### config.mk
export PLATFORM = sky130hd
export DESIGN_NAME = decode_stage
export DESIGN_NICKNAME = d
export VERILOG_FILES = /design/src/rtl/decode_stage.sv
export SDC_FILE = /design/constraint.sdc
export NUM_CORES = 1
export LEC_CHECK = 0
export CAP_MARGIN = 20
export CORE_MARGIN = 8
export CORE_UTILIZATION = 43
export CTS_CLUSTER_SIZE = 20
export DETAILED_ROUTE_END_ITERATION = 12
export PLACE_DENSITY_LB_ADDON = 0.05
export SYNTH_ARGS = -nofsm -noshare
export SYNTH_HDL_FRONTEND = slang
export SYNTH_SLANG_ARGS = --single-unit
### constraint.sdc
create_clock -name clk_i -period 3 [get_ports clk_i]
set_clock_uncertainty 0.15 [all_clocks]
set_input_delay 0.9 -clock clk_i [delete_from_list [all_inputs] [get_ports clk_i]]
set_output_delay 0.9 -clock clk_i [all_outputs]
set_load 0.03 [all_outputs]
### src/rtl/decode_stage.sv
// MIPS decode pipeline stage: one instruction in, one registered
// control bundle out, with load-use interlock, flush and stall counter.
module decode_stage #(
  parameter int unsigned RA_REG    = 31,
  parameter int unsigned EXT_OPS   = 0,
  parameter int unsigned HAZARD_EN = 1,
  parameter int unsigned CNT_W     = 16
) (
  input  logic             clk_i,
  input  logic             rst_i,
  input  logic             flush_i,
  input  logic             in_valid_i,
  input  logic [31:0]      in_instr_i,
  output logic             in_ready_o,
  output logic             out_valid_o,
  input  logic             out_ready_i,
  output logic [3:0]       out_alu_op_o,
  output logic             out_alu_b_reg_o,
  output logic [4:0]       out_rs1_addr_o,
  output logic [4:0]       out_rs2_addr_o,
  output logic [4:0]       out_rd_addr_o,
  output logic             out_rd_we_o,
  output logic [1:0]       out_src_rd_o,
  output logic [31:0]      out_imm_o,
  output logic             out_store_o,
  output logic [2:0]       out_cf_o,
  output logic             out_illegal_o,
  output logic [CNT_W-1:0] stall_cnt_o
);

  localparam logic [1:0] SRC_ALU = 2'd0;
  localparam logic [1:0] SRC_MEM = 2'd1;
  localparam logic [1:0] SRC_PC4 = 2'd2;
  localparam logic [3:0] INSTR_ADD = 4'b0000;
  localparam logic [2:0] CF_BEQ = 3'd1;
  localparam logic [2:0] CF_BNE = 3'd2;
  localparam logic [2:0] CF_J   = 3'd3;
  localparam logic [2:0] CF_JAL = 3'd4;
  localparam logic [2:0] CF_JR  = 3'd5;
  localparam logic [4:0] RA_ADDR = 5'(RA_REG);
  localparam bit EXT_ON = (EXT_OPS != 0);
  localparam bit HAZ_ON = (HAZARD_EN != 0);

  typedef struct packed {
    logic [3:0]  alu_op;
    logic        b_reg;
    logic [4:0]  rs1;
    logic [4:0]  rs2;
    logic [4:0]  rd;
    logic        we;
    logic [1:0]  src;
    logic [31:0] imm;
    logic        store;
    logic [2:0]  cf;
    logic        illegal;
    logic        is_load;
  } bundle_t;

  bundle_t dec;
  bundle_t bun_q, bun_d;
  logic valid_q, valid_d;
  logic [CNT_W-1:0] cnt_q, cnt_d;
  logic uses_rt;
  logic hazard;
  logic accept;

  logic [5:0]  op;
  logic [4:0]  rs, rt, rd, shamt;
  logic [5:0]  funct;
  logic [31:0] sext, zext, jimm;
  logic        r_alu;

  assign op    = in_instr_i[31:26];
  assign rs    = in_instr_i[25:21];
  assign rt    = in_instr_i[20:16];
  assign rd    = in_instr_i[15:11];
  assign shamt = in_instr_i[10:6];
  assign funct = in_instr_i[5:0];
  assign sext  = {{16{in_instr_i[15]}}, in_instr_i[15:0]};
  assign zext  = {16'd0, in_instr_i[15:0]};
  assign jimm  = {4'd0, in_instr_i[25:0], 2'b00};
  assign r_alu = (shamt == 5'd0) &&
    (funct == 6'h20 || funct == 6'h22 || funct == 6'h24 ||
     funct == 6'h25 || funct == 6'h2A);

  // Decode the incoming word into a control bundle.
  always_comb begin
    dec     = '0;
    uses_rt = 1'b0;
    dec.rs1 = rs;
    dec.rs2 = rt;
    dec.src = SRC_ALU;
    unique case (op)
      6'h00: begin
        if (r_alu) begin
          dec.alu_op = funct[3:0];
          dec.b_reg  = 1'b1;
          dec.rd     = rd;
          dec.we     = 1'b1;
          uses_rt    = 1'b1;
        end else if (funct == 6'h08) begin
          dec.cf = CF_JR;
        end else begin
          dec.illegal = 1'b1;
        end
      end
      6'h23: begin
        dec.alu_op  = INSTR_ADD;
        dec.rd      = rt;
        dec.we      = 1'b1;
        dec.src     = SRC_MEM;
        dec.imm     = sext;
        dec.is_load = 1'b1;
      end
      6'h2B: begin
        dec.alu_op = INSTR_ADD;
        dec.rd     = rt;
        dec.imm    = sext;
        dec.store  = 1'b1;
        uses_rt    = 1'b1;
      end
      6'h08, 6'h0C: begin
        dec.alu_op = {1'b0, op[2:0]};
        dec.rd     = rt;
        dec.we     = 1'b1;
        dec.imm    = op[2] ? zext : sext;
      end
      6'h0D: begin
        if (EXT_ON) begin
          dec.alu_op = {1'b0, op[2:0]};
          dec.rd     = rt;
          dec.we     = 1'b1;
          dec.imm    = zext;
        end else begin
          dec.illegal = 1'b1;
        end
      end
      6'h0A: begin
        if (EXT_ON) begin
          dec.alu_op = 4'b1010;
          dec.rd     = rt;
          dec.we     = 1'b1;
          dec.imm    = sext;
        end else begin
          dec.illegal = 1'b1;
        end
      end
      6'h04, 6'h05: begin
        dec.rd  = rt;
        dec.imm = sext;
        dec.cf  = op[0] ? CF_BNE : CF_BEQ;
        uses_rt = 1'b1;
      end
      6'h02: begin
        dec.imm = jimm;
        dec.cf  = CF_J;
      end
      6'h03: begin
        dec.rd  = RA_ADDR;
        dec.we  = 1'b1;
        dec.src = SRC_PC4;
        dec.imm = jimm;
        dec.cf  = CF_JAL;
      end
      default: dec.illegal = 1'b1;
    endcase
  end

  // Load-use interlock and input handshake.
  always_comb begin
    hazard = HAZ_ON && in_valid_i && valid_q &&
      bun_q.is_load && (bun_q.rd != 5'd0) &&
      ((rs == bun_q.rd) || (uses_rt && (rt == bun_q.rd)));
    in_ready_o = !flush_i && !hazard &&
      (!valid_q || out_ready_i);
    accept = in_valid_i && in_ready_o;
  end

  // Next-state for output register and stall counter.
  always_comb begin
    valid_d = valid_q;
    bun_d   = bun_q;
    cnt_d   = cnt_q;
    if (flush_i) begin
      valid_d = 1'b0;
    end else if (accept) begin
      valid_d = 1'b1;
      bun_d   = dec;
    end else if (out_ready_i) begin
      valid_d = 1'b0;
    end
    if (!flush_i && hazard && out_ready_i &&
        (cnt_q != {CNT_W{1'b1}})) begin
      cnt_d = cnt_q + CNT_W'(1);
    end
  end

  // State registers with synchronous reset.
  always_ff @(posedge clk_i) begin
    if (rst_i) begin
      valid_q <= 1'b0;
      bun_q   <= '0;
      cnt_q   <= '0;
    end else begin
      valid_q <= valid_d;
      bun_q   <= bun_d;
      cnt_q   <= cnt_d;
    end
  end

  assign out_valid_o     = valid_q;
  assign out_alu_op_o    = bun_q.alu_op;
  assign out_alu_b_reg_o = bun_q.b_reg;
  assign out_rs1_addr_o  = bun_q.rs1;
  assign out_rs2_addr_o  = bun_q.rs2;
  assign out_rd_addr_o   = bun_q.rd;
  assign out_rd_we_o     = bun_q.we;
  assign out_src_rd_o    = bun_q.src;
  assign out_imm_o       = bun_q.imm;
  assign out_store_o     = bun_q.store;
  assign out_cf_o        = bun_q.cf;
  assign out_illegal_o   = bun_q.illegal;
  assign stall_cnt_o     = cnt_q;

endmodule
==> metrics.md <==
| Metric | Value |
|---|---|
| Status | `finished with violations` |
| Failing checks | `setup timing` |
| Fraction of the mapped netlist area in adder cells | `0.3135%` |
| CTS Hold Bufs | `0` |
| Worst setup margin | `-0.2019 ns` |
| Commonest cells after routing, fill and taps aside | `84 x clkdlybuf4s50_1, 74 x dfxtp_1, 73 x buf_4` |
| Global-route wire length before repair | `between 15 and 20 mm` |
| Syn Inst Count | `471` |
| Max Slew Vio Count | `0` |
| Worst hold slack | `0.3247 ns` |
| Total gr overflow | `0` |
| Drt initial violations | `between 150 and 200` |
| Syn avg cell area | `8.474 um^2` |
| Area after DPL | `0.005273 mm^2` |
| PortBufs | `114` |
| Area grow syn2layout | `45.80%` |
| Crit path DAT | `about 2.2 ns` |
| Worst-Margin Slew | `0.6001 ns` |
| CTS tree | `yes` |
| Net Count, Synth | `slightly above 500` |
| Antenna violations before repair | `0` |
| Count of different cell masters after synthesis | `45` |
| Vias in the first global route | `3767` |
| DRC violations left | `0` |
| Final WL | `12.25 mm` |
| Fmax | `312.3 MHz` |
| Max-capacitance violation count | `0` |
| Routed vias | `between 3000 and 4000` |
| Largest net degree at the start of global routing | `52` |
| Mux cell area share after synthesis | `3.511%` |
| CTS Sinks | `75` |
| Flops & latches, synth | `75` |
| Peak VDD IR | `about 0.00023 V` |
| Fraction of layout cells with a size suffix above 1 | `24.62%` |
| RD Place Congestion | `0.8157` |
| CTS Buffer Depth | `2` |
| Die width | `112.3 um` |
| Antenna Cells | `0` |
| Cell Area, Synth | `0.003991 mm^2` |
| Unrepaired setup endpoints after global routing | `true` |
| DIE HEIGHT | `112.3 um` |
| FP Rows | `35` |
| Simple-Gate Fraction of Synth Area | `a little under a fifth` |
| Pleak | `2.105 nW` |
| Drt pass-1 iters | `4` |
| Total GRT Usage | `18.30%` |
| Power Density | `415.1 mW/mm^2` |
| Worst-path maximum fanout | `2` |
| Fin. Hold Viols | `0` |
| Final setup violation count | `1` |
| Finished Cell Area | `0.005819 mm^2` |
| Clk slew on worst S/H paths | `0.08 ns` |
| Initial core utilization | `a little over two fifths` |
| DP Wirelength | `8.450 mm` |
| Nets | `630` |
| Worst-Skew Late Latency | `0.36 ns` |
| Worst Path Class, Setup | `in2out` |
| Largest family of logic cells by synthesized area | `compound AO/OA/AOI/OAI gates` |
| Seq/Total Area, Yosys | `a little under two fifths` |
| Setup crit start kind | `input pin` |
| Critical Path RT | `1.95 ns` |
| Commonest non-fill, non-tap cell in the layout | `clkdlybuf4s50_1` |
| Clk root buf | `clkbuf_8` |
| DR vias/cell | `roughly 5.4` |
| Synth Area in XOR/XNOR | `around 2.4%` |
| Die area | `roughly 0.013 mm^2` |
| Ys flop type | `dfxtp_1` |
| Hold Crit Class | `reg2reg` |
| Core box area | `0.009109 mm^2` |
| Final core utilization | `63.89%` |
| Top Ports | `~120` |
| Yosys warnings | `0` |
| Htree depth | `3` |
| Num CTS Buffers | `9` |
| Critical path capture point type | `output port` |
| Tcrit/Tclk final | `106.7%` |
| ANT nets after route | `0` |
| Post-synth EDFFs | `0` |
| Wire length per cell | `17.30 um` |
| Post-synthesis async set-or-reset flop share | `0%` |
| Minimum clock period | `between 3 and 4 ns` |
| Rel. slew slack | `between 50% and 60%` |
| Complex-gate fraction of the synthesized area | `between 20% and 30%` |
## critical path, stage by stage
cell and delay, ns:
buf_8 0.10, nor4b_4 0.27, nand4_1 0.19, o22ai_2 0.27, a21o_1 0.21, nor3_4 0.05, buf_6 0.15
## final cells by class
class | count | area (um^2)
Tap cell | 111 | 138.9
Fill cell | 807 | 3289
Inverter | 3 | 11.26
Multi-Input combinational cell | 302 | 2053
Sequential cell | 75 | 1503
Timing Repair Buffer | 201 | 1888
Clock inverter | 6 | 87.58
Clock buffer | 10 | 137.6
## what timing repair did
action / CTS / global route
endpoints found under the setup margin: 18 / 69
cloned: 1 / 3
gates resized for setup: 89 / 19
pin swaps: 25 / 14
buffers inserted: 17 / 5
## sequential cells by signal, summed over array words and instances (netlist names)
name / flops
out_imm_o: 29
stall_cnt_o: 16
out_rd_addr_o: 5
out_rs1_addr_o: 5
out_rs2_addr_o: 5
out_alu_op_o: 4
out_cf_o: 3
out_src_rd_o: 2
bun_q: 1
out_alu_b_reg_o: 1
out_illegal_o: 1
out_rd_we_o: 1
out_store_o: 1
out_valid_o: 1
## cells by family (layout without fill, tap and decap cells)
| kind of cell | Yosys count | after routing |
|---|---|---|
| compound gates | 134 | 134 |
| xor+xnor | 11 | 11 |
| fa+ha+maj | 1 | 1 |
| buf+inv | 94 | 220 |
| flops | 75 | 75 |
| mux | 14 | 14 |
| simple gates | 142 | 142 |
## synth_stat cells (all sizes together) (4+ instances only)
cell | number | area [um^2]
nor4 | 4 | 37.53
xnor2 | 10 | 87.58
nor3 | 8 | 40.04
mux2i | 14 | 140.1
and3 | 4 | 25.02
buf | 72 | 511.7
nor2 | 57 | 216.5
a22oi | 15 | 112.6
clkbuf | 19 | 71.32
or4 | 16 | 120.1
a211oi | 35 | 272.8
a21oi | 42 | 214.0
o21ai | 17 | 85.08
dfxtp | 75 | 1501
a221oi | 5 | 43.79
nand4 | 7 | 43.79
nand2b | 6 | 37.54
o31ai | 14 | 105.1
nand2 | 10 | 37.54
nand3 | 12 | 60.06
## metal layers
layer	track usage [%]	share of wire, %	up-vias
met5	0	0	-
met4	5.665	0.94	0
met3	5.582	5.7	8
met2	30.07	48	97
met1	22.42	45	1833
li1	-	-	1916
## final timing paths
check	startpoint	endpoint	slack (ns)	depth (start not counted)
setup / recovery	in_instr_i[10]	in_ready_o	-0.20	7
hold / removal	out_imm_o[1]	out_imm_o[1]	0.32	2
setup reg to reg	out_rd_addr_o[3]	bun_q[0]	0.15	10
hold reg to reg	out_imm_o[1]	out_imm_o[1]	0.32	2
## report_power, final
| group | internal [mW] | total, mW | leakage, nW | switching (mW) |
|---|---|---|---|---|
| registers | 1.03 | 1.05 | 0.611 | 0.0205 |
| clock network | 0.493 | 0.896 | 0.117 | 0.403 |
| logic | 0.215 | 0.469 | 1.38 | 0.253 |
| total | 1.74 | 2.42 | 2.11 | 0.677 |
## stage by stage
step                      std cells  worst slack [ns]  setup TNS [ns]  power (mW)
after floorplan                 471           -0.1775         -0.1775       1.340
after global placement          671           -0.7792          -23.61       1.513
after detailed placement        671           -0.8009          -25.36       1.516
after CTS                       702           -0.1959         -0.1959       2.419
after global routing            708           -0.2486         -0.2676       2.515
final                           708           -0.2019         -0.2019       2.416
Note: power is estimated with default switching activity, not from simulation.
